**config.mk**
```make
export PLATFORM = sky130hd
export DESIGN_NAME = multicycle_control_flat
export DESIGN_NICKNAME = d
export VERILOG_FILES = /design/src/rtl/multicycle_control_if.sv /design/src/rtl/multicycle_control.sv /design/src/flat_wrapper.sv
export SDC_FILE = /design/constraint.sdc
export NUM_CORES = 1
export LEC_CHECK = 0
export BUFFER_PORTS_ARGS = -buffer_cell sky130_fd_sc_hd__buf_4
export CAP_MARGIN = 10
export CORE_MARGIN = 2
export CORE_UTILIZATION = 40
export CTS_BUF_LIST = sky130_fd_sc_hd__clkbuf_8
export CTS_CLUSTER_SIZE = 14
export DETAILED_ROUTE_END_ITERATION = 10
export MAX_ROUTING_LAYER = met4
export PLACE_DENSITY = 0.72
export SETUP_SLACK_MARGIN = 0.05
export SKIP_LAST_GASP = 1
export SLEW_MARGIN = 20
export SYNTH_ARGS = -nofsm -noshare
export SYNTH_HDL_FRONTEND = slang
export SYNTH_SLANG_ARGS = --single-unit
```
**constraint.sdc**
```tcl
create_clock -name clk -period 3.9 [get_ports clk]
set_input_delay 0.78 -clock clk [delete_from_list [all_inputs] [get_ports clk]]
set_output_delay 0.78 -clock clk [all_outputs]
set_load 0.005 [all_outputs]
```
**src/rtl/multicycle_control_if.sv**
```systemverilog
// Control bundle between the multi-cycle LEGv8 controller (master) and the shared datapath (slave).
interface multicycle_control_if #(
  parameter int PERF_W = 32
);
  logic [10:0]       opcode;
  logic              instr_valid;
  logic              mem_ready;
  logic              alu_zero;
  logic              flag_lt;
  logic              ir_write;
  logic              pc_write;
  logic              pc_src;
  logic              reg2loc;
  logic              mem_read;
  logic              mem_write;
  logic              mem_to_reg;
  logic              alu_src;
  logic [2:0]        alu_op;
  logic              shift_dir;
  logic              reg_write;
  logic              illegal;
  logic [PERF_W-1:0] instr_count;
  logic [PERF_W-1:0] stall_count;

  modport master (
    input  opcode, instr_valid, mem_ready, alu_zero, flag_lt,
    output ir_write, pc_write, pc_src, reg2loc, mem_read, mem_write, mem_to_reg,
           alu_src, alu_op, shift_dir, reg_write, illegal, instr_count, stall_count
  );

  modport slave (
    output opcode, instr_valid, mem_ready, alu_zero, flag_lt,
    input  ir_write, pc_write, pc_src, reg2loc, mem_read, mem_write, mem_to_reg,
           alu_src, alu_op, shift_dir, reg_write, illegal, instr_count, stall_count
  );
endinterface

```
**src/rtl/multicycle_control.sv**
```systemverilog
// LEGv8 multi-cycle control FSM; MULTICYCLE_PERF_EN adds retire/stall counters. Latency B=2, CBZ/BLT=3,
// ALU/STUR=4, LDUR=5, MUL=3+MUL_CYCLES; holds in FETCH while instr_valid low and in MEM while mem_ready low.
module multicycle_control #(
  parameter int MUL_CYCLES = 4,
  parameter int PERF_W     = 32
) (
  input logic                 clk,
  input logic                 reset,
  multicycle_control_if.master bus
);

  typedef enum logic [2:0] {
    S_FETCH, S_DECODE, S_EXEC, S_MUL_WAIT, S_MEM, S_WB, S_TRAP
  } state_t;

  typedef enum logic [3:0] {
    C_NONE, C_ADDI, C_ADDS, C_B, C_BLT, C_CBZ, C_LDUR,
    C_LSL, C_LSR, C_MUL, C_STUR, C_SUBS
  } cls_t;

  typedef struct packed {
    logic       ir_write;
    logic       pc_write;
    logic       pc_src;
    logic       reg2loc;
    logic       mem_read;
    logic       mem_write;
    logic       mem_to_reg;
    logic       alu_src;
    logic [2:0] alu_op;
    logic       shift_dir;
    logic       reg_write;
    logic       illegal;
  } ctl_t;

  localparam int CW = (MUL_CYCLES > 1) ? $clog2(MUL_CYCLES) : 1;
  localparam logic [CW-1:0] MUL_INIT = CW'(MUL_CYCLES - 1);

  function automatic cls_t decode_op(input logic [10:0] op);
    casez (op)
      11'b1001000100?: decode_op = C_ADDI;
      11'b10101011000: decode_op = C_ADDS;
      11'b000101?????: decode_op = C_B;
      11'b01010100???: decode_op = C_BLT;
      11'b10110100???: decode_op = C_CBZ;
      11'b11111000010: decode_op = C_LDUR;
      11'b11010011011: decode_op = C_LSL;
      11'b11010011010: decode_op = C_LSR;
      11'b10011011000: decode_op = C_MUL;
      11'b11111000000: decode_op = C_STUR;
      11'b11101011000: decode_op = C_SUBS;
      default:         decode_op = C_NONE;
    endcase
  endfunction

  state_t        state, state_nxt;
  cls_t          cls, live_cls;
  logic [CW-1:0] mul_cnt;
  ctl_t          ctl_raw, ctl;

  assign live_cls = decode_op(bus.opcode);

  always_ff @(posedge clk) begin
    if (reset) begin
      state   <= S_FETCH;
      cls     <= C_NONE;
      mul_cnt <= '0;
    end else begin
      state <= state_nxt;
      if (state == S_DECODE) cls <= live_cls;
      if (state == S_EXEC && state_nxt == S_MUL_WAIT) mul_cnt <= MUL_INIT;
      else if (state == S_MUL_WAIT) mul_cnt <= mul_cnt - 1'b1;
    end
  end

  always_comb begin
    ctl_raw   = '0;
    state_nxt = state;
    case (state)
      S_FETCH: begin
        if (bus.instr_valid) begin
          ctl_raw.ir_write = 1'b1;
          ctl_raw.pc_write = 1'b1;
          state_nxt        = S_DECODE;
        end
      end
      S_DECODE: begin
        case (live_cls)
          C_B: begin
            ctl_raw.pc_write = 1'b1;
            ctl_raw.pc_src   = 1'b1;
            state_nxt        = S_FETCH;
          end
          C_NONE:  state_nxt = S_TRAP;
          default: state_nxt = S_EXEC;
        endcase
      end
      S_EXEC: begin
        case (cls)
          C_ADDI, C_ADDS, C_LDUR, C_STUR: ctl_raw.alu_op = 3'b010;
          C_SUBS:                         ctl_raw.alu_op = 3'b011;
          C_LSL, C_LSR:                   ctl_raw.alu_op = 3'b001;
          C_MUL:                          ctl_raw.alu_op = 3'b111;
          default:                        ctl_raw.alu_op = 3'b000;
        endcase
        ctl_raw.alu_src   = (cls == C_ADDI) || (cls == C_LDUR) || (cls == C_STUR) ||
                            (cls == C_LSL)  || (cls == C_LSR);
        ctl_raw.reg2loc   = (cls == C_CBZ) || (cls == C_STUR);
        ctl_raw.shift_dir = (cls == C_LSR);
        // Branches resolve here so the PC update uses the flags of this cycle.
        case (cls)
          C_CBZ: begin
            ctl_raw.pc_write = 1'b1;
            ctl_raw.pc_src   = bus.alu_zero;
            state_nxt        = S_FETCH;
          end
          C_BLT: begin
            ctl_raw.pc_write = 1'b1;
            ctl_raw.pc_src   = bus.flag_lt;
            state_nxt        = S_FETCH;
          end
          C_MUL:          state_nxt = (MUL_CYCLES > 1) ? S_MUL_WAIT : S_WB;
          C_LDUR, C_STUR: state_nxt = S_MEM;
          default:        state_nxt = S_WB;
        endcase
      end
      S_MUL_WAIT: begin
        ctl_raw.alu_op = 3'b111;
        if (mul_cnt == CW'(1)) state_nxt = S_WB;
      end
      S_MEM: begin
        if (cls == C_STUR) begin
          ctl_raw.mem_write = 1'b1;
          ctl_raw.reg2loc   = 1'b1;
        end else begin
          ctl_raw.mem_read  = 1'b1;
        end
        if (bus.mem_ready) state_nxt = (cls == C_STUR) ? S_FETCH : S_WB;
      end
      S_WB: begin
        ctl_raw.reg_write  = 1'b1;
        ctl_raw.mem_to_reg = (cls == C_LDUR);
        state_nxt          = S_FETCH;
      end
      S_TRAP:  ctl_raw.illegal = 1'b1;
      default: state_nxt = S_FETCH;
    endcase
  end

  // Outputs are forced low while reset is held so an abandoned memory request drops immediately.
  always_comb begin
    ctl = ctl_raw;
    if (reset) ctl = '0;
  end

  assign bus.ir_write   = ctl.ir_write;
  assign bus.pc_write   = ctl.pc_write;
  assign bus.pc_src     = ctl.pc_src;
  assign bus.reg2loc    = ctl.reg2loc;
  assign bus.mem_read   = ctl.mem_read;
  assign bus.mem_write  = ctl.mem_write;
  assign bus.mem_to_reg = ctl.mem_to_reg;
  assign bus.alu_src    = ctl.alu_src;
  assign bus.alu_op     = ctl.alu_op;
  assign bus.shift_dir  = ctl.shift_dir;
  assign bus.reg_write  = ctl.reg_write;
  assign bus.illegal    = ctl.illegal;

`ifdef MULTICYCLE_PERF_EN
  logic              retire, stall;
  logic [PERF_W-1:0] instr_cnt_q, stall_cnt_q;

  assign retire = (state == S_DECODE && live_cls == C_B) ||
                  (state == S_EXEC && (cls == C_CBZ || cls == C_BLT)) ||
                  (state == S_MEM && bus.mem_ready && cls == C_STUR) ||
                  (state == S_WB);
  assign stall  = (state == S_FETCH && !bus.instr_valid) ||
                  (state == S_MUL_WAIT) ||
                  (state == S_MEM && !bus.mem_ready);

  always_ff @(posedge clk) begin
    if (reset) begin
      instr_cnt_q <= '0;
      stall_cnt_q <= '0;
    end else begin
      if (retire) instr_cnt_q <= instr_cnt_q + 1'b1;
      if (stall)  stall_cnt_q <= stall_cnt_q + 1'b1;
    end
  end

  assign bus.instr_count = instr_cnt_q;
  assign bus.stall_count = stall_cnt_q;
`else
  assign bus.instr_count = {PERF_W{1'b0}};
  assign bus.stall_count = {PERF_W{1'b0}};
`endif

endmodule

```
**src/flat_wrapper.sv**
```systemverilog
// flat-port wrapper written by rule: the top's interface ports become plain ports
module multicycle_control_flat 
#(
  parameter int MUL_CYCLES = 4,
  parameter int PERF_W     = 32
)
  (clk, reset, bus_opcode, bus_instr_valid, bus_mem_ready, bus_alu_zero, bus_flag_lt, bus_ir_write, bus_pc_write, bus_pc_src, bus_reg2loc, bus_mem_read, bus_mem_write, bus_mem_to_reg, bus_alu_src, bus_alu_op, bus_shift_dir, bus_reg_write, bus_illegal, bus_instr_count, bus_stall_count);
  multicycle_control_if #(.PERF_W(PERF_W)) bus_i ();
  input logic clk;
  input logic reset;
  input wire logic [$bits(bus_i.opcode)-1:0] bus_opcode;
  input wire logic [$bits(bus_i.instr_valid)-1:0] bus_instr_valid;
  input wire logic [$bits(bus_i.mem_ready)-1:0] bus_mem_ready;
  input wire logic [$bits(bus_i.alu_zero)-1:0] bus_alu_zero;
  input wire logic [$bits(bus_i.flag_lt)-1:0] bus_flag_lt;
  output wire logic [$bits(bus_i.ir_write)-1:0] bus_ir_write;
  output wire logic [$bits(bus_i.pc_write)-1:0] bus_pc_write;
  output wire logic [$bits(bus_i.pc_src)-1:0] bus_pc_src;
  output wire logic [$bits(bus_i.reg2loc)-1:0] bus_reg2loc;
  output wire logic [$bits(bus_i.mem_read)-1:0] bus_mem_read;
  output wire logic [$bits(bus_i.mem_write)-1:0] bus_mem_write;
  output wire logic [$bits(bus_i.mem_to_reg)-1:0] bus_mem_to_reg;
  output wire logic [$bits(bus_i.alu_src)-1:0] bus_alu_src;
  output wire logic [$bits(bus_i.alu_op)-1:0] bus_alu_op;
  output wire logic [$bits(bus_i.shift_dir)-1:0] bus_shift_dir;
  output wire logic [$bits(bus_i.reg_write)-1:0] bus_reg_write;
  output wire logic [$bits(bus_i.illegal)-1:0] bus_illegal;
  output wire logic [$bits(bus_i.instr_count)-1:0] bus_instr_count;
  output wire logic [$bits(bus_i.stall_count)-1:0] bus_stall_count;
  assign bus_i.opcode = bus_opcode;
  assign bus_i.instr_valid = bus_instr_valid;
  assign bus_i.mem_ready = bus_mem_ready;
  assign bus_i.alu_zero = bus_alu_zero;
  assign bus_i.flag_lt = bus_flag_lt;
  assign bus_ir_write = bus_i.ir_write;
  assign bus_pc_write = bus_i.pc_write;
  assign bus_pc_src = bus_i.pc_src;
  assign bus_reg2loc = bus_i.reg2loc;
  assign bus_mem_read = bus_i.mem_read;
  assign bus_mem_write = bus_i.mem_write;
  assign bus_mem_to_reg = bus_i.mem_to_reg;
  assign bus_alu_src = bus_i.alu_src;
  assign bus_alu_op = bus_i.alu_op;
  assign bus_shift_dir = bus_i.shift_dir;
  assign bus_reg_write = bus_i.reg_write;
  assign bus_illegal = bus_i.illegal;
  assign bus_instr_count = bus_i.instr_count;
  assign bus_stall_count = bus_i.stall_count;
  multicycle_control #(.MUL_CYCLES(MUL_CYCLES), .PERF_W(PERF_W)) u_core (.clk(clk), .reset(reset), .bus(bus_i));
endmodule
```
# [After elaboration in Yosys (flattened, before gate mapping)]
# Memory sizes are Yosys's and may differ from the RTL's. A register that Yosys moved wholly into a read port is not among the register bits.
# Index checks and enable logic that the tools add are counted.
[word_totals] reg_bits=9 ramBits=0 elab_cells=73 romBits=48 latchBits=0 inputBits=17 output_inout_bits=78 mem_count=1
[mem_list] name="(name not given)" words=16 width=3 rd=1 rd_ports_with_merged_regs=1 write_ports=0 line_no="multicycle_control.sv:99" source="case (cls)"
[classes] n_shift=0 n_bitwise=0 magnitude_cmp=0 n_reduce_logical=11 eq_ne=28 addsub=1 multipliers=0 div=0 n_mux=29
[ops] op="11-bit == test (second input constant)" n=7
[ops] op="4-bit one-hot mux with 11 select lines" n=1
[ops] op="3-bit one-hot mux with 6 select lines" n=1
[ops] op="4-bit by 3-bit == test with 1-bit output (second input constant)" n=4
[ops] op="14-bit 2-to-1 mux" n=1
[ops] op="4-bit == test (second input constant)" n=3
[ops] op="3-bit 2-to-1 mux" n=4
[ops] op="3-bit one-hot mux with 2 select lines" n=2
[ops] op="10-bit == test (second input constant)" n=1
[ops] op="2-bit 2-to-1 mux" n=5
[ops] op="3-bit by 2-bit == test with 1-bit output (second input constant)" n=3
[ops] op="3-bit == test (second input constant)" n=3
[ops] op="3-bit one-hot mux with 3 select lines" n=1
[ops] op="8-bit by 7-bit == test with 1-bit output (second input constant)" n=1
[ops] op="8-bit == test (second input constant)" n=1
[ops] op="1-bit 2-to-1 mux" n=8
[ops] op="4-bit 2-to-1 mux" n=2
[ops] op="6-bit by 3-bit == test with 1-bit output (second input constant)" n=1
[ops] op="1-bit logical OR" n=5
[ops] op="4-bit by 1-bit == test with 1-bit output (second input constant)" n=1
[ops] op="4-bit by 2-bit == test with 1-bit output (second input constant)" n=1
[ops] op="4-bit logical NOT" n=1
[ops] op="1-bit one-hot mux with 2 select lines" n=2
[ops] op="2-bit one-hot mux with 2 select lines" n=1
[ops] op="8 further kinds" n=9

# [Depth between registers and ports, before layout]
[depth] ltp_word=8 ltp_mapped=9 depth_no_buf=9

# [Worst setup path after synthesis]
# Ideal clock, no wire load.
[synth_timing] kind="input -> output" start="input port bus_opcode[5]" end="output port bus_pc_src" path_stages=6 path_buffers=0 required_ns=3.120 arrival_ns=2.327 setup_slack_ns=0.793 cell_sequence="nand4bb_1 > or4_4 > and4_4 > nand3b_4 > o21a_1 > a2111oi_4"
[synth_via] elab_chain_len=6 word_cells_on_any_way=16 classes_between="eq/ne (12); mux (4)"
[synth_rtl] item="start, declared" line_no="flat_wrapper.sv:11" source="input wire logic [$bits(bus_i.opcode)-1:0] bus_opcode;"
[synth_rtl] item="11-bit == test (tied with other cells)" line_no="multicycle_control.sv:40" source="casez (op)"
[synth_rtl] item="4-bit one-hot mux with 11 select lines *" line_no="multicycle_control.sv:40"
[synth_rtl] item="4-bit by 2-bit == test with 1-bit output *" line_no="multicycle_control.sv:88" source="case (live_cls)"
[synth_rtl] item="2-bit 2-to-1 mux *" line_no="multicycle_control.sv:88"
[synth_rtl] item="1-bit one-hot mux with 2 select lines *" line_no="multicycle_control.sv:79" source="case (state)"
[synth_rtl] item="14-bit 2-to-1 mux *" line_no="multicycle_control.sv:153" source="if (reset) ctl = '0;"
[synth_rtl] item="end, declared" line_no="flat_wrapper.sv:18" source="output wire logic [$bits(bus_i.pc_src)-1:0] bus_pc_src;"
# Every way passes the cells marked *; elsewhere a longest branch is shown, timed or not.

# [Worst setup path in the final report]
# Ends and elaborated chain as after synthesis.

==> key figures <==
Synth
  – Syn Area/Cell: ~7.6 µm²
  – Cell variety after synth: 51
  – Sequential area share after synthesis: 14.8%
  – Cell count after synthesis: about 220
  – YS warnings: 0
  – Async set-reset flop share out of synthesis: 0%
  – Synthesized flop and latch total: 12
  – Top_reg_cell synth: dfxtp_1
  – EDFF count, synth: 0
  – Mapped Area: 0.00163 mm²

STA
  – Hold Vio Cnt, Final: 0
  – Period utilization: 89.4%
  – Final-report setup violation count: 0
  – Max_slew headroom: 61.5%
  – Worst Tran Pin Value: about 570 ps
  – Unrepaired setup endpoints after global routing: false
  – Crit path time final: around 3500 ps
  – FMAX: around 290 MHz
  – Skew final: about 2.6 ps
  – Final max-slew violation count: 0
  – Fin Setup TNS: 0 ps
  – Worst setup margin: 412 ps

Cells and area
  – Multi-input gate area: 0.00109 mm²
  – N_diodes: 0
  – Area grow syn2layout: 3.84%
  – Final nets: ~260
  – Design area: 0.00169 mm²
  – Ratio of cells with drive above 1 in the final layout: 18.7%
  – Filler instances: approximately 430
  – Register area: about 240 µm²

CTS
  – H-tree depth: 1
  – Worst-Skew Late Latency: roughly 240 ps
  – Num CTS Buffers: 3
  – CTS resizes: 0
  – CTS tree: done
  – CTS root buffer: clkbuf_8
  – Clock transition at path regs: around 50 ps
  – Longest Clk Path Bufs: 2
  – Post-CTS Setup Bufs: 0
  – Clk sinks: 12
  – Post-CTS Hold Buffers: 0

Critical path
  – WP data required: ~3100 ps
  – CP max-delay cell: or4_4
  – Worst Reg-to-Reg Cells: 7
  – R2R setup slack: between 900 and 1000 ps
  – CP dominant cell by count: buf_4
  – Worst path max stage delay: 580 ps
  – Crit path DAT: ~2700 ps
  – Critical-path maximum fanout: 6
  – Worst Setup SP: bus_opcode[5]
  – Crit path max-delay family: simple AND/OR/NAND/NOR gates
  – Crit Path Class: input port to output port
  – Reg2Reg Launch Point: u_core.state[0]$_SDFF_PP0_
  – CP Launch Type: input port
  – CP Cell Sequence: buf_4 -> nand4bb_1 -> or4_4 -> and4_4 -> nand3b_4 -> o21a_1 -> a2111oi_4 -> buf_4
  – CP Capture Type: output port
  – Number of buffers and inverters on the critical path: 2

Routing
  – Residual DRC count: 0
  – Metal3 WL: about 190 µm
  – DRT Wirelength: slightly above 3 mm
  – Met2 routed WL: 1.65 mm
  – TritonRoute pass-1 iters: 4
  – Routed via count: between 1k and 1.5k
  – Detail-routed via count per cell: 4.58
  – DR top layer: met4
  – Initial DRC Count: 64
  – Met1 Wirelength: 1.27 mm
  – WL per Instance: ~11 µm
  – Detail Route Antenna Nets: 0

Power and ir drop
  – Logic pwr share: between 40% and 50%
  – Worst vdd ir: approximately 120 µV
  – Sw Share: between 40 and 50%
  – Pwr Density: between 300 and 400 mW/mm²
  – P_int: 347 µW
  – NetSw: between 200 and 300 µW
  – Reg power frac: a little over a third
  – Clock power frac: 18.1%
  – Leak pwr: 0.000823 µW

Floorplan
  – Die area: around 0.0046 mm²
  – Die Height: 67.8 µm
  – Starting Density: about two fifths
  – Site row count: 23
  – CORE AREA: ~0.0040 mm²
  – # IOs: 95
  – DIE WIDTH: 67.8 µm

Hold path
  – HP Start: u_core.mul_cnt[1]$_SDFFE_PP0P_
  – Hold endpoint: u_core.mul_cnt[1]$_SDFFE_PP0P_
  – Hold depth: 2
  – Worst hold path class: register to register

Global route
  – Largest net degree at the start of global routing: 16
  – First-pass GRT wire length: 4.80 mm
  – GRT Total Usage: 13.7%
  – Gr ovfl total: 0
  – Vias in the first global route: 1115
  – Initial antenna violation count: 0

Placed design
  – Pre-CTS setup slack: approximately 430 ps
  – Post-DP HPWL: approximately 2.5 mm
  – Placed inst area: 0.00165 mm²
  – Port bufs: 30
  – Routability cong.: 0.844

Job
  – Maxcap violations: 0

Run status
  – Status: complete, no violations
## stage by stage
step / total power, µW / utilization, % / hold WS [ps] / std cells
CTS: 603 / 42.6 / 546 / 291
global route: 662 / 42.6 / 608 / 291
floorplan: 464 / - / 514 / 278
global placement: 488 / 41.5 / 530 / 288
detailed placement: 493 / 41.5 / 539 / 288
finish: 604 / 42.6 / 541 / 291
## routing by layer
| layer | vias up | global-route usage [%] |
|---|---|---|
| met2 | 49 | 25.0 |
| met5 | - | - |
| met1 | 611 | 16.4 |
| met3 | 4 | 0.333 |
| li1 | 668 | - |
| met4 | 0 | 3.75 |
## tightest hold or removal path, delay by kind of cell, from the launching register on
| family | cells | cell delay, ps |
|---|---|---|
| flip-flops | 1 | 300 |
| AO/OA/AOI/OAI | 1 | 70 |
| multiplexers | 1 | 110 |
## synthesized netlist by cell type, types with 3 or more instances
| cell type | n | area [µm²] |
|---|---|---|
| clkbuf_1 | 6 | 22.5 |
| a21oi_1 | 8 | 40.0 |
| buf_4 | 64 | 480 |
| a21o_1 | 5 | 37.5 |
| mux2i_1 | 3 | 30.0 |
| nor3_1 | 4 | 20.0 |
| nor4_1 | 3 | 18.8 |
| inv_1 | 8 | 30.0 |
| ha_1 | 4 | 50.1 |
| nand3b_1 | 3 | 22.5 |
| nand2_1 | 10 | 37.5 |
| nor2b_1 | 6 | 37.5 |
| nor2_1 | 22 | 82.6 |
| nand2b_1 | 7 | 43.8 |
| nand3_1 | 3 | 15.0 |
| o21ai_0 | 5 | 25.0 |
| dfxtp_1 | 12 | 240 |
## worst max path at each step
| stage | slack [ps] | endpoint | depth (start not counted) |
|---|---|---|---|
| after floorplan | 790 | bus_pc_src | 6 |
| after global placement | 440 | bus_pc_src | 8 |
| after detailed placement | 430 | bus_pc_src | 8 |
| after CTS | 410 | bus_pc_src | 8 |
| after global routing | 320 | bus_pc_src | 8 |
| final | 410 | bus_pc_src | 8 |
## area by class of cell
cell class / count / area share, %
multi-input cells: 187 / 64.3
flip-flops and latches: 12 / 14.2
repair buffers: 30 / 13.3
well taps: 50 / 3.70
clock buffers: 3 / 2.44
inverters: 9 / 2.00
## cell usage in the layout (no fill, tap or decap), types with 4 or more instances in the layout
cell type  count
a21o_1         5
a21oi_1        8
buf_4         30
conb_1        64
dfxtp_1       12
ha_1           4
inv_1          8
nand2_1       10
nand2b_1       7
nor2_1        22
nor2b_1        6
nor3_1         4
o21ai_0        5
## logic make-up after synthesis
group           Yosys count  synth area share, %
flops                    12                 14.8
fa+ha+maj                 4                 3.07
compound gates           33                 15.8
buf+inv                  79                 33.0
mux                       3                 1.84
xor+xnor                  1                0.538
simple gates             82                 30.7
other cells               1                0.230
## power by group through the flow
stage / Sequential, µW / Clock [µW] / Combinational (µW)
floorplan: 173 / 0 / 291
global placement: 213 / 0 / 275
detailed placement: 214 / 0 / 279
CTS: 212 / 110 / 281
global route: 222 / 118 / 322
finish: 213 / 109 / 282
(Power assumes the default switching activity.)
